<file path="config.mk">
export PLATFORM = sky130hd
export DESIGN_NAME = segre_hazard_unit
export DESIGN_NICKNAME = d
export VERILOG_FILES = /design/src/rtl/segre_hazard_unit.sv
export SDC_FILE = /design/constraint.sdc
export NUM_CORES = 1
export LEC_CHECK = 0
export ABC_AREA = 0
export BUFFER_PORTS_ARGS = -buffer_cell sky130_fd_sc_hd__buf_2
export CORE_MARGIN = 2
export CORE_UTILIZATION = 50
export DETAILED_ROUTE_END_ITERATION = 6
export GPL_ROUTABILITY_DRIVEN = 0
export PLACE_DENSITY = 0.74
export SLEW_MARGIN = 20
export SYNTH_ARGS = -nofsm -noshare
export SYNTH_HDL_FRONTEND = slang
export SYNTH_SLANG_ARGS = --single-unit
</file>
<file path="constraint.sdc">
create_clock -name clk_i -period 2.65 [get_ports clk_i]
set_input_delay 0 -clock clk_i [delete_from_list [all_inputs] [get_ports clk_i]]
set_output_delay 0 -clock clk_i [all_outputs]
set_load 0.02 [all_outputs]
</file>
<file path="src/rtl/segre_hazard_unit.sv">
// Hazard controller for the decode stage: tracks in-flight destinations in EX/MEM/WB,
// selects operand bypasses, raises load-use stalls and applies branch flushes.
package segre_hazard_pkg;
  typedef enum logic [1:0] {
    ID_RF            = 2'd0,
    EXECUTE_BYPASS   = 2'd1,
    MEMORY_BYPASS    = 2'd2,
    WRITEBACK_BYPASS = 2'd3
  } bypass_id_sel_e;
endpackage

module segre_hazard_unit
  import segre_hazard_pkg::*;
#(
  parameter int REG_SIZE  = 5,
  parameter int CNT_WIDTH = 32
) (
  input  logic                 clk_i,
  input  logic                 rst_i,
  input  logic                 valid_id_i,
  input  logic [REG_SIZE-1:0]  src_a_identifier_i,
  input  logic [REG_SIZE-1:0]  src_b_identifier_i,
  input  logic                 rd_raddr_a_i,
  input  logic                 rd_raddr_b_i,
  input  logic                 rf_we_id_i,
  input  logic [REG_SIZE-1:0]  rf_waddr_id_i,
  input  logic                 prod_data_stage_ex_i,
  input  logic                 prod_data_stage_mem_i,
  input  logic                 branch_taken_i,
  output bypass_id_sel_e       mux_sel_a_id_o,
  output bypass_id_sel_e       mux_sel_b_id_o,
  output logic                 block_if_o,
  output logic                 block_id_o,
  output logic                 bubble_ex_o,
  output logic                 inject_nops_o,
  output logic [CNT_WIDTH-1:0] stall_count_o
);

  localparam int NUM_SLOTS = 3;  // 0 = EX, 1 = MEM, 2 = WB

  typedef struct packed {
    logic                v;
    logic                we;
    logic [REG_SIZE-1:0] waddr;
    logic                late;
  } slot_t;

  slot_t                slot_reg [NUM_SLOTS];
  slot_t                ex_next;
  logic [CNT_WIDTH-1:0] count_reg;
  logic [CNT_WIDTH-1:0] count_next;

  logic [REG_SIZE-1:0]  src_id [2];
  logic                 rd_en  [2];
  logic                 stall_raw;

  assign src_id[0] = src_a_identifier_i;
  assign src_id[1] = src_b_identifier_i;
  assign rd_en[0]  = rd_raddr_a_i;
  assign rd_en[1]  = rd_raddr_b_i;

  // Per-operand resolution; the youngest matching producer wins.
  generate
    for (genvar gi = 0; gi < 2; gi++) begin : g_operand
      logic [NUM_SLOTS-1:0] hit;
      bypass_id_sel_e       sel;
      logic                 stall;

      for (genvar gj = 0; gj < NUM_SLOTS; gj++) begin : g_slot
        assign hit[gj] = rd_en[gi] && (src_id[gi] != '0) && slot_reg[gj].v &&
                         slot_reg[gj].we && (slot_reg[gj].waddr == src_id[gi]);
      end

      always_comb begin
        sel   = ID_RF;
        stall = 1'b0;
        if (hit[0]) begin
          if (slot_reg[0].late) stall = 1'b1;
          else                  sel   = EXECUTE_BYPASS;
        end else if (hit[1]) begin
          sel = MEMORY_BYPASS;
        end else if (hit[2]) begin
          sel = WRITEBACK_BYPASS;
        end
      end
    end
  endgenerate

  // A taken branch squashes the ID instruction, so it can never be the one stalled.
  assign stall_raw = valid_id_i && (g_operand[0].stall || g_operand[1].stall) && !branch_taken_i;

  always_comb begin
    ex_next = '0;
    if (valid_id_i && !stall_raw && !branch_taken_i) begin
      ex_next.v     = 1'b1;
      ex_next.we    = rf_we_id_i;
      ex_next.waddr = rf_waddr_id_i;
      ex_next.late  = prod_data_stage_mem_i && !prod_data_stage_ex_i;
    end
  end

  assign count_next = (stall_raw && (count_reg != '1)) ? count_reg + CNT_WIDTH'(1) : count_reg;

  always_ff @(posedge clk_i or posedge rst_i) begin
    if (rst_i) begin
      for (int i = 0; i < NUM_SLOTS; i++) slot_reg[i] <= '0;
      count_reg <= '0;
    end else begin
      slot_reg[2] <= slot_reg[1];
      slot_reg[1] <= slot_reg[0];
      slot_reg[0] <= ex_next;
      count_reg   <= count_next;
    end
  end

  // Combinational outputs are forced quiet while reset is held.
  assign mux_sel_a_id_o = rst_i ? ID_RF : g_operand[0].sel;
  assign mux_sel_b_id_o = rst_i ? ID_RF : g_operand[1].sel;
  assign block_if_o     = stall_raw && !rst_i;
  assign block_id_o     = stall_raw && !rst_i;
  assign bubble_ex_o    = (stall_raw || branch_taken_i) && !rst_i;
  assign inject_nops_o  = branch_taken_i && !rst_i;
  assign stall_count_o  = count_reg;

endmodule

</file>
==> results_dict.tcl, run 1 <==
set metrics [dict create \
    status "finished, final reports clean" \
    synth_area_leaders "dfrtp_1, xnor2_1, xor2_1" \
    worstSetupStartpoint "slot_reg[18]" \
    clock_skew_ns 0.006134 \
    yosys.cell_types.count 37 \
    drtPass1Iterations 4 \
    start_kind "register" \
    worst_slew_margin_rel_pct 62.09 \
    ys_dominant_reg_cell "dfrtp_1" \
    fin_crit_sh_pct 92.56 \
    r2r-start "slot_reg[18]" \
    antenna_cells 0 \
    fmax_ghz 0.4077 \
    syn_inst 252 \
    cp.required_ns 2.85 \
    grtUsageTotal_pct 20.29 \
    placed_area_um2 3161 \
    nets 356 \
    rsz0062_at_grt "false" \
    leakage_nw 1.638 \
    final_cell_area_um2 3363 \
    hold_viol_final 0 \
    fin_cells 404 \
    holdWs_ns 0.01832 \
    vias 2107 \
    cts_resized 0 \
    io_pins 64 \
    grt_pass1_wl_mm 9.625 \
    die-width_um 78.23 \
    reg2reg_setup_slack_ns 0.20 \
    synthToLayoutAreaGrowth_pct 22.07 \
    first_global_vias 1974 \
    async_flop_share_pct 100.0 \
    cp_data_arrival_time_ns 2.65 \
    drt_iter0_drc 70 \
    grt_overflow_total 0 \
    synth_top_area_cell "dfrtp_1" \
    dp_slack_ns 0.2996 \
    maxSlewViolCount 0 \
    synth_area_um2 2755 \
    htree_levels 2 \
    crit_path_end_kind "register" \
    die_h_um 78.23 \
    ir_drop_v 0.0003422 \
    avgSynthCellArea_um2 10.93 \
    yosysWarningCount 0 \
    routedWlPerCell_um 14.25 \
    cts_buffer_depth 2 \
    placed_cells 387 \
    fin_crit_ns 2.453 \
    rows 27 \
    crit_end "slot_reg[16]" \
    power-per-cell-area_nw_per_um2 453.0 \
    synth_commonest_cells "dfrtp_1, xnor2_1, xor2_1, nor2_1, nand2_1" \
    finalWorstSetupSlack_ns 0.1971 \
    drcViolationCount 0 \
    clock_sinks 54 \
    die-area_um2 6120 \
    path_max_fanout 8 \
    viasPerCell 5.215 \
    grt_max_degree 35 \
    antenna_left 0 \
    setup_tns_ns 0 \
    clock_latency_ns 0.31 \
    wl_mm 5.758 \
    post-cts-setup-buffers 0 \
    synthMostInstantiatedCell "dfrtp_1" \
    io_buffers 63 \
    start_util_pct 50.97 \
    hp-class "primary input to register" \
    reg2reg_to "slot_reg[16]" \
    drv_cap 0 \
    synth_top_area_share_pct 49.05 \
    ff2ff_path_depth 8 \
    drive_gt1_share_pct 29.22 \
    largest_reg_flops 32 \
    synth_nets 277 \
    cts_root_buf "clkbuf_8" \
    synth_seq_cells 54 \
    worst_slew_pin_slew_ns 0.5634 \
    cts_tree "yes" \
    numCtsBuffers 5 \
    antenna_found_initial 0 \
    clk_pin_slew_ns 0.09 \
    synth_enable_flop_cells 0 \
    setup_viol 0 \
    critPathKind "register to register" \
    dpl.hpwl_mm 4.377 \
    yosysSeqAreaShare_pct 49.05 \
    core-area_um2 5405 \
]
critical path: stages (launching register included):
cell and delay [ns]:
dfrtp_1 0.44, xnor2_1 0.21, nand4_1 0.17, nor4_4 0.32
buf_4 0.23, or2_2 0.17, a21oi_4 0.08, and3b_1 0.18
dlygate4sd3_1 0.55
power by group:
group / switching (mW) / leakage [nW] / internal (mW)
Clock: 0.276 / 0.0585 / 0.283
Combinational: 0.0622 / 0.864 / 0.0537
Sequential: 0.0120 / 0.716 / 0.837
Total: 0.350 / 1.64 / 1.17
worst min path at each step:
| stage | startpoint | end | slack [ns] | cells past startpoint |
|---|---|---|---|---|
| finish | valid_id_i | slot_reg[23] | 0.02 | 3 |
| global route | valid_id_i | slot_reg[23] | 0.03 | 3 |
| CTS | valid_id_i | slot_reg[23] | 0.01 | 3 |
| detailed placement | rst_i | stall_count_o[25] | 0.12 | 2 |
| global placement | rst_i | stall_count_o[26] | 0.11 | 2 |
| floorplan | rf_waddr_id_i[0] | slot_reg[17] | 0.13 | 1 |
routing by layer:
metal / routed length [um] / global-route usage, % / vias to the layer above
li1: - / - / 1018
met1: 2680 / 28.80 / 1007
met2: 2697 / 30.95 / 64
met3: 259 / 4.023 / 18
met4: 120 / 7.719 / 0
met5: 0 / 0 / -
layout by cell type, fill, tap and decap left out, drive strengths merged, types with 6 or more instances in the layout:
master / synthesis / final
xor2: 28 / 28
xnor2: 31 / 31
dfrtp: 54 / 54
and2: 8 / 8
nand3: 9 / 9
dlygate4sd3: 0 / 9
nor4: 7 / 7
inv: 10 / 11
nand4: 14 / 14
nand2: 16 / 16
nor2: 19 / 19
buf: 2 / 66
nor3: 14 / 14
or2: 6 / 6
repair_timing:
| item | 4_1_cts | 5_1_grt |
|---|---|---|
| endpoints found under the hold margin | 27 | 0 |
| hold buffers | 9 | 0 |
| setup endpoints to repair | 0 | 0 |
area by class of cell:
cell class	instances	area, um2
clock buffers	5	68.82
clock inverters	3	43.79
fillers	472	2042
inverters	10	37.54
multi-input cells	185	1344
flip-flops and latches	54	1351
well taps	72	90.09
repair buffers	75	427.9
per-stage QoR:
stage	power, mW	utilization (%)
2_1_floorplan	0.9261	-
3_3_place_gp	0.9684	58.47
3_5_place_dp	0.9721	58.47
4_1_cts	1.539	62.22
5_1_grt	1.591	62.22
6_report	1.524	62.22
logic make-up (layout without fill, tap and decap cells):
kind of cell,Yosys count,after routing,synth area share (%)
compound gates,15,15,5.313
xor+xnor,59,59,18.76
fa+ha+maj,1,1,0.4541
buf+inv,13,93,2.180
flops,54,54,49.05
mux,2,2,0.8174
simple gates,108,108,23.43
Power figures use the tool's default switching activity.
==> inputs of run 2 (changes only) <==
--- a/config.mk
+++ b/config.mk
@@ -7,11 +7,11 @@
 export LEC_CHECK = 0
 export ABC_AREA = 0
 export BUFFER_PORTS_ARGS = -buffer_cell sky130_fd_sc_hd__buf_2
-export CORE_MARGIN = 2
-export CORE_UTILIZATION = 50
+export CORE_UTILIZATION = 35
+export CTS_CLUSTER_DIAMETER = 50
 export DETAILED_ROUTE_END_ITERATION = 6
 export GPL_ROUTABILITY_DRIVEN = 0
-export PLACE_DENSITY = 0.74
+export PLACE_DENSITY = 0.55
 export SLEW_MARGIN = 20
 export SYNTH_ARGS = -nofsm -noshare
 export SYNTH_HDL_FRONTEND = slang
==> results_dict.tcl, run 2 (synthesized netlist as in run 1, its figures left out) <==
set metrics [dict create \
    die-area_um2 8231 \
    fin_crit_ns 2.320 \
    cts_root_buf "clkbuf_8" \
    setup_tns_ns 0 \
    io_buffers 63 \
    ir_drop_v 0.0001948 \
    synthToLayoutAreaGrowth_pct 23.39 \
    maxSlewViolCount 0 \
    cp_data_arrival_time_ns 2.52 \
    power-per-cell-area_nw_per_um2 444.0 \
    leakage_nw 1.637 \
    max_stage_delay_ns 0.54 \
    first_global_vias 1976 \
    layout.cells.most_common "buf_2" \
    dp_slack_ns 0.2279 \
    critPathKind "register to register" \
    numCtsBuffers 5 \
    clock_skew_ns 0.002708 \
    start_kind "register" \
    antenna_found_initial 0 \
    fmax_ghz 0.4311 \
    routedWlPerCell_um 13.44 \
    drtPass1Iterations 4 \
    mostFrequentLayoutCells "buf_2, dfrtp_1, xnor2_1" \
    met2_usage_pct 23.42 \
    use_met3_pct 3.199 \
    dpl.hpwl_mm 4.451 \
    placed_area_um2 3194 \
    worst_slew_pin_slew_ns 0.5644 \
    grt_overflow_total 0 \
    grt_busiest_layer "met2" \
    hp-class "primary input to register" \
    cp.required_ns 2.85 \
    fin_crit_sh_pct 87.54 \
    drive_gt1_share_pct 29.52 \
    drv_cap 0 \
    start_util_pct 37.00 \
    io_pins 64 \
    die-width_um 90.73 \
    crit_chain "xnor2_1 -> nand4_1 -> nor4_4 -> buf_4 -> or2_2 -> a21oi_4 -> and3b_1 -> dlygate4sd3_1" \
    holdWs_ns 0.01319 \
    setup_viol 0 \
    clock_latency_ns 0.30 \
    cts_tree "yes" \
    rsz0062_at_grt "false" \
    rows 31 \
    grtUsageTotal_pct 15.09 \
    hold_viol_final 0 \
    clock_sinks 54 \
    finalWorstSetupSlack_ns 0.3301 \
    core-area_um2 7447 \
    cts_buffer_depth 2 \
    use_met1_pct 21.04 \
    drt_iter0_drc 72 \
    drcViolationCount 0 \
    worst_slew_margin_rel_pct 62.20 \
    largest_reg_flops 32 \
    vias 2048 \
    grt_pass1_wl_mm 9.791 \
    p_total_mw 1.509 \
    nets 356 \
    critPathTopFamily "simple AND/OR/NAND/NOR gates" \
    viasPerCell 4.752 \
    status "finished, final reports clean" \
    path_buf_inv 2 \
    grt_max_degree 32 \
    antenna_cells 0 \
    cpMaxStageDelayCell "dlygate4sd3_1" \
    antenna_left 0 \
    path_max_fanout 8 \
    wl_mm 5.794 \
    crit_path_end_kind "register" \
    final_cell_area_um2 3400 \
    htree_levels 2 \
    die_h_um 90.73 \
    clk_pin_slew_ns 0.09 \
]
[run 2: changes by cell type in the layout (fill, tap and decap cells not counted)]
cell,before,now
nor4_1,4,3
nor4_2,1,2
inv_6,1,0
clkinv_2,1,2
[run 2: path summary, 6_finish.rpt]
check / start / to / slack [ns] / depth (start not counted)
min reg2reg: slot_reg[22] / slot_reg[14] / 0.38 / 0
max in group asynchronous: rst_i / slot_reg[20] / 1.51 / 4
max: slot_reg[18] / slot_reg[16] / 0.33 / 8
min in group asynchronous: rst_i / stall_count_o[29] / 0.36 / 3
max reg2reg: slot_reg[18] / slot_reg[16] / 0.33 / 8
min: valid_id_i / slot_reg[23] / 0.01 / 3
[run 2: worst min-delay path: stages]
cell and delay, ns:
buf_2 0.11, nand2b_1 0.11, a21oi_4 0.06
[run 2: area by class of cell]
class	count	area [um2]
tap	99	123.9
timing repair buffer	75	427.9
sequential	54	1351
fill	763	4048
multi-input combinational	185	1350
clock buffer	5	68.82
inverter	10	37.54
clock inverter	3	40.04
[run 2: metrics by stage]
step / util, % / cells
6_report: 45.65 / 431
5_1_grt: 45.65 / 431
4_1_cts: 45.56 / 431
3_5_place_dp: 42.89 / 414
3_3_place_gp: 42.89 / 414
2_1_floorplan: - / 252
[run 2: power breakdown]
group	leakage [nW]	total, mW	switching [mW]	internal, mW
logic	0.864	0.114	0.0606	0.0537
registers	0.716	0.848	0.0115	0.836
clock network	0.0579	0.547	0.269	0.279
total	1.64	1.51	0.341	1.17
[run 2: layer usage]
layer / share of wire, % / routed length [um]
met1: 50 / 2898
met2: 46 / 2652
met3: 3.2 / 183
met4: 1.0 / 59
met5: 0 / 0
[run 2: what timing repair did]
item	in CTS	in global routing
setup buffers	0	0
endpoints found under the hold margin	30	0
setup endpoints to repair	0	1
hold buffers	9	0
resized for setup	0	1
==> inputs of run 3 (changes only) <==
--- a/config.mk
+++ b/config.mk
@@ -5,14 +5,15 @@
 export SDC_FILE = /design/constraint.sdc
 export NUM_CORES = 1
 export LEC_CHECK = 0
-export ABC_AREA = 0
+export ABC_AREA = 1
 export BUFFER_PORTS_ARGS = -buffer_cell sky130_fd_sc_hd__buf_2
 export CORE_UTILIZATION = 35
 export CTS_CLUSTER_DIAMETER = 50
 export DETAILED_ROUTE_END_ITERATION = 6
 export GPL_ROUTABILITY_DRIVEN = 0
-export PLACE_DENSITY = 0.55
+export PLACE_DENSITY = 0.54
 export SLEW_MARGIN = 20
 export SYNTH_ARGS = -nofsm -noshare
 export SYNTH_HDL_FRONTEND = slang
 export SYNTH_SLANG_ARGS = --single-unit
+export TNS_END_PERCENT = 50
==> results_dict.tcl, run 3 <==
set metrics [dict create \
    grt_max_degree 33 \
    syn_inst 456 \
    path_max_fanout 32 \
    mostFrequentLayoutCells "nand2_1, buf_2, dfrtp_1" \
    hp-class "primary input to async pin" \
    r2r-start "stall_count_o[1]" \
    antenna_left 0 \
    antenna_found_initial 0 \
    ff2ff_path_depth 11 \
    cpMaxStageDelayCell "dfrtp_1" \
    layout.cells.most_common "nand2_1" \
    use_met3_pct 2.811 \
    synth_top_area_cell "dfrtp_1" \
    setup_tns_ns 0 \
    yosys.cell_types.count 27 \
    drt_iter0_drc 95 \
    p_total_mw 1.457 \
    io_pins 64 \
    dpl.hpwl_mm 6.500 \
    fin_crit_sh_pct 75.91 \
    max_stage_delay_ns 0.43 \
    clk_pin_slew_ns 0.10 \
    synth_top_area_share_pct 40.53 \
    core-area_um2 9240 \
    fmax_ghz 0.4971 \
    use_met1_pct 26.69 \
    yosys.area_share.simple_pct 38.27 \
    synth_area_leaders "dfrtp_1, nand2_1, xor2_1" \
    vias 2996 \
    start_kind "register" \
    crit_chain "ha_1 -> nand2_1 -> nor2_4 -> nand2_2 -> nor2_2 -> nand3_2 -> nor2_4 -> inv_2 -> nand4_4 -> nand2_1 -> nand2_1" \
    fin_crit_ns 2.012 \
    largest_reg_flops 32 \
    drcViolationCount 0 \
    rsz0062_at_grt "false" \
    ys_dominant_reg_cell "dfrtp_1" \
    cp.required_ns 2.90 \
    synthMostInstantiatedCell "nand2_1" \
    hold_viol_final 0 \
    synth_enable_flop_cells 0 \
    async_flop_share_pct 100.0 \
    leakage_nw 2.109 \
    synth_commonest_cells "nand2_1, dfrtp_1, nor2_1, inv_1, xor2_1" \
    clock_skew_ns 0.007249 \
    rows 35 \
    htree_levels 2 \
    start_util_pct 36.09 \
    cts_resized 0 \
    wl_mm 8.309 \
    grtUsageTotal_pct 17.99 \
    drv_cap 0 \
    setup_viol 0 \
    worst_slew_pin_slew_ns 0.4686 \
    cpMostUsedCell "nand2_1" \
    cp_data_arrival_time_ns 2.26 \
    cts_root_buf "clkbuf_8" \
    critPathKind "register to register" \
    synth-compound-area-share_pct 1.651 \
    avgSynthCellArea_um2 7.312 \
    fillers 998 \
    reg2reg_to "stall_count_o[17]" \
    synth_xor_area_share_pct 12.08 \
    yosysSeqAreaShare_pct 40.53 \
    routedWlPerCell_um 12.55 \
    die-width_um 99.61 \
    clock_latency_ns 0.31 \
    crit_path_end_kind "register" \
    clock_sinks 54 \
    synth_seq_cells 54 \
    synth_area_um2 3334 \
    die_h_um 99.61 \
    viasPerCell 4.526 \
    worst_slew_margin_rel_pct 68.70 \
    grt_busiest_layer "met2" \
    reg2reg_setup_slack_ns 0.64 \
    ir_drop_v 0.0001784 \
    met2_usage_pct 27.67 \
    maxSlewViolCount 0 \
    synth-adder-area-share_pct 0.3752 \
    die-area_um2 9921 \
    nets 557 \
    synthMuxAreaShare_pct 0 \
    synth_top_family_by_area "simple AND/OR/NAND/NOR gates" \
    ff_latch_area_um2 1351 \
    cts_buffer_depth 2 \
    synth_nets 481 \
    io_buffers 63 \
    grt_overflow_total 0 \
    status "finished, final reports clean" \
    multiInputGateArea_um2 1747 \
    power-per-cell-area_nw_per_um2 366.5 \
    numCtsBuffers 5 \
    synthToLayoutAreaGrowth_pct 19.21 \
    yosysWarningCount 0 \
    antenna_cells 0 \
    drtPass1Iterations 4 \
    grt_pass1_wl_mm 14.08 \
    cts_tree "yes" \
    drive_gt1_share_pct 18.76 \
    first_global_vias 2837 \
]
run 3: changes by cell type in the layout (fill, tap and decap cells not counted), sizes merged, moves of 4 or more:
cell,previous run,this run
inv,10,46
nand4,14,10
or4,5,0
nand3,9,28
and2,8,1
xnor2,31,17
nor2,19,53
nand2,16,177
nor4,7,1
nor3,14,18
a21oi,3,9
or2,6,2
run 3: logic make-up (layout without fill, tap and decap cells):
| group | Yosys count | after routing |
|---|---|---|
| flops | 54 | 54 |
| fa+ha+maj | 1 | 1 |
| simple gates | 291 | 291 |
| xor+xnor | 46 | 46 |
| compound gates | 11 | 11 |
| buf+inv | 53 | 130 |
run 3: metrics by stage:
step	hold WS [ns]	std cells	cell area (um2)	utilization, %	worst slack [ns]
3_5_place_dp	-0.04578	645	3790	41.02	0.6437
2_1_floorplan	0.07686	456	3334	-	0.7886
3_3_place_gp	-0.05196	645	3790	41.02	0.7134
4_1_cts	0.1603	662	3975	43.02	0.6173
5_1_grt	0.1836	662	3975	43.02	0.4029
6_report	0.1770	662	3975	43.02	0.6385
run 3: area by class of cell:
class                   count  area share, %
multi-input cells         349          43.94
clock buffers               6          2.077
inverters                  46          4.344
well taps                 129          4.060
repair buffers             76          11.27
clock inverters             2         0.3148
flip-flops and latches     54          33.99
run 3: how the worst max path moves through the flow:
stage	to	from	slack (ns)	cells after the start
after floorplan	stall_count_o[23]	stall_count_o[1]	0.79	12
after global placement	stall_count_o[11]	stall_count_o[1]	0.71	11
after detailed placement	stall_count_o[17]	stall_count_o[1]	0.64	11
after CTS	stall_count_o[17]	stall_count_o[1]	0.62	11
after global routing	stall_count_o[15]	stall_count_o[1]	0.40	11
final	stall_count_o[17]	stall_count_o[1]	0.64	11
run 3: layer usage:
metal  share of wire (%)  up-vias  wire (um)
li1                    -     1563          -
met1                  51     1367       4204
met2                  44       62       3679
met3                 4.5        4        372
met4                0.64        0         53
met5                   0        -          0
run 3: worst max-delay path, delay by kind of cell (launching register included):
kind          cells  cell delay [ns]
simple gates      9             1.20
flops             1             0.43
fa+ha+maj         1             0.25
buf+inv           1             0.06
run 3: power breakdown:
part	internal [mW]	switching, mW
Combinational	0.0517	0.0775
Sequential	0.836	0.0116
Clock	0.211	0.269
run 3: repair_timing:
action,in CTS,in global routing
setup buffers,0,0
hold buffers,9,0
endpoints found under the hold margin,61,0
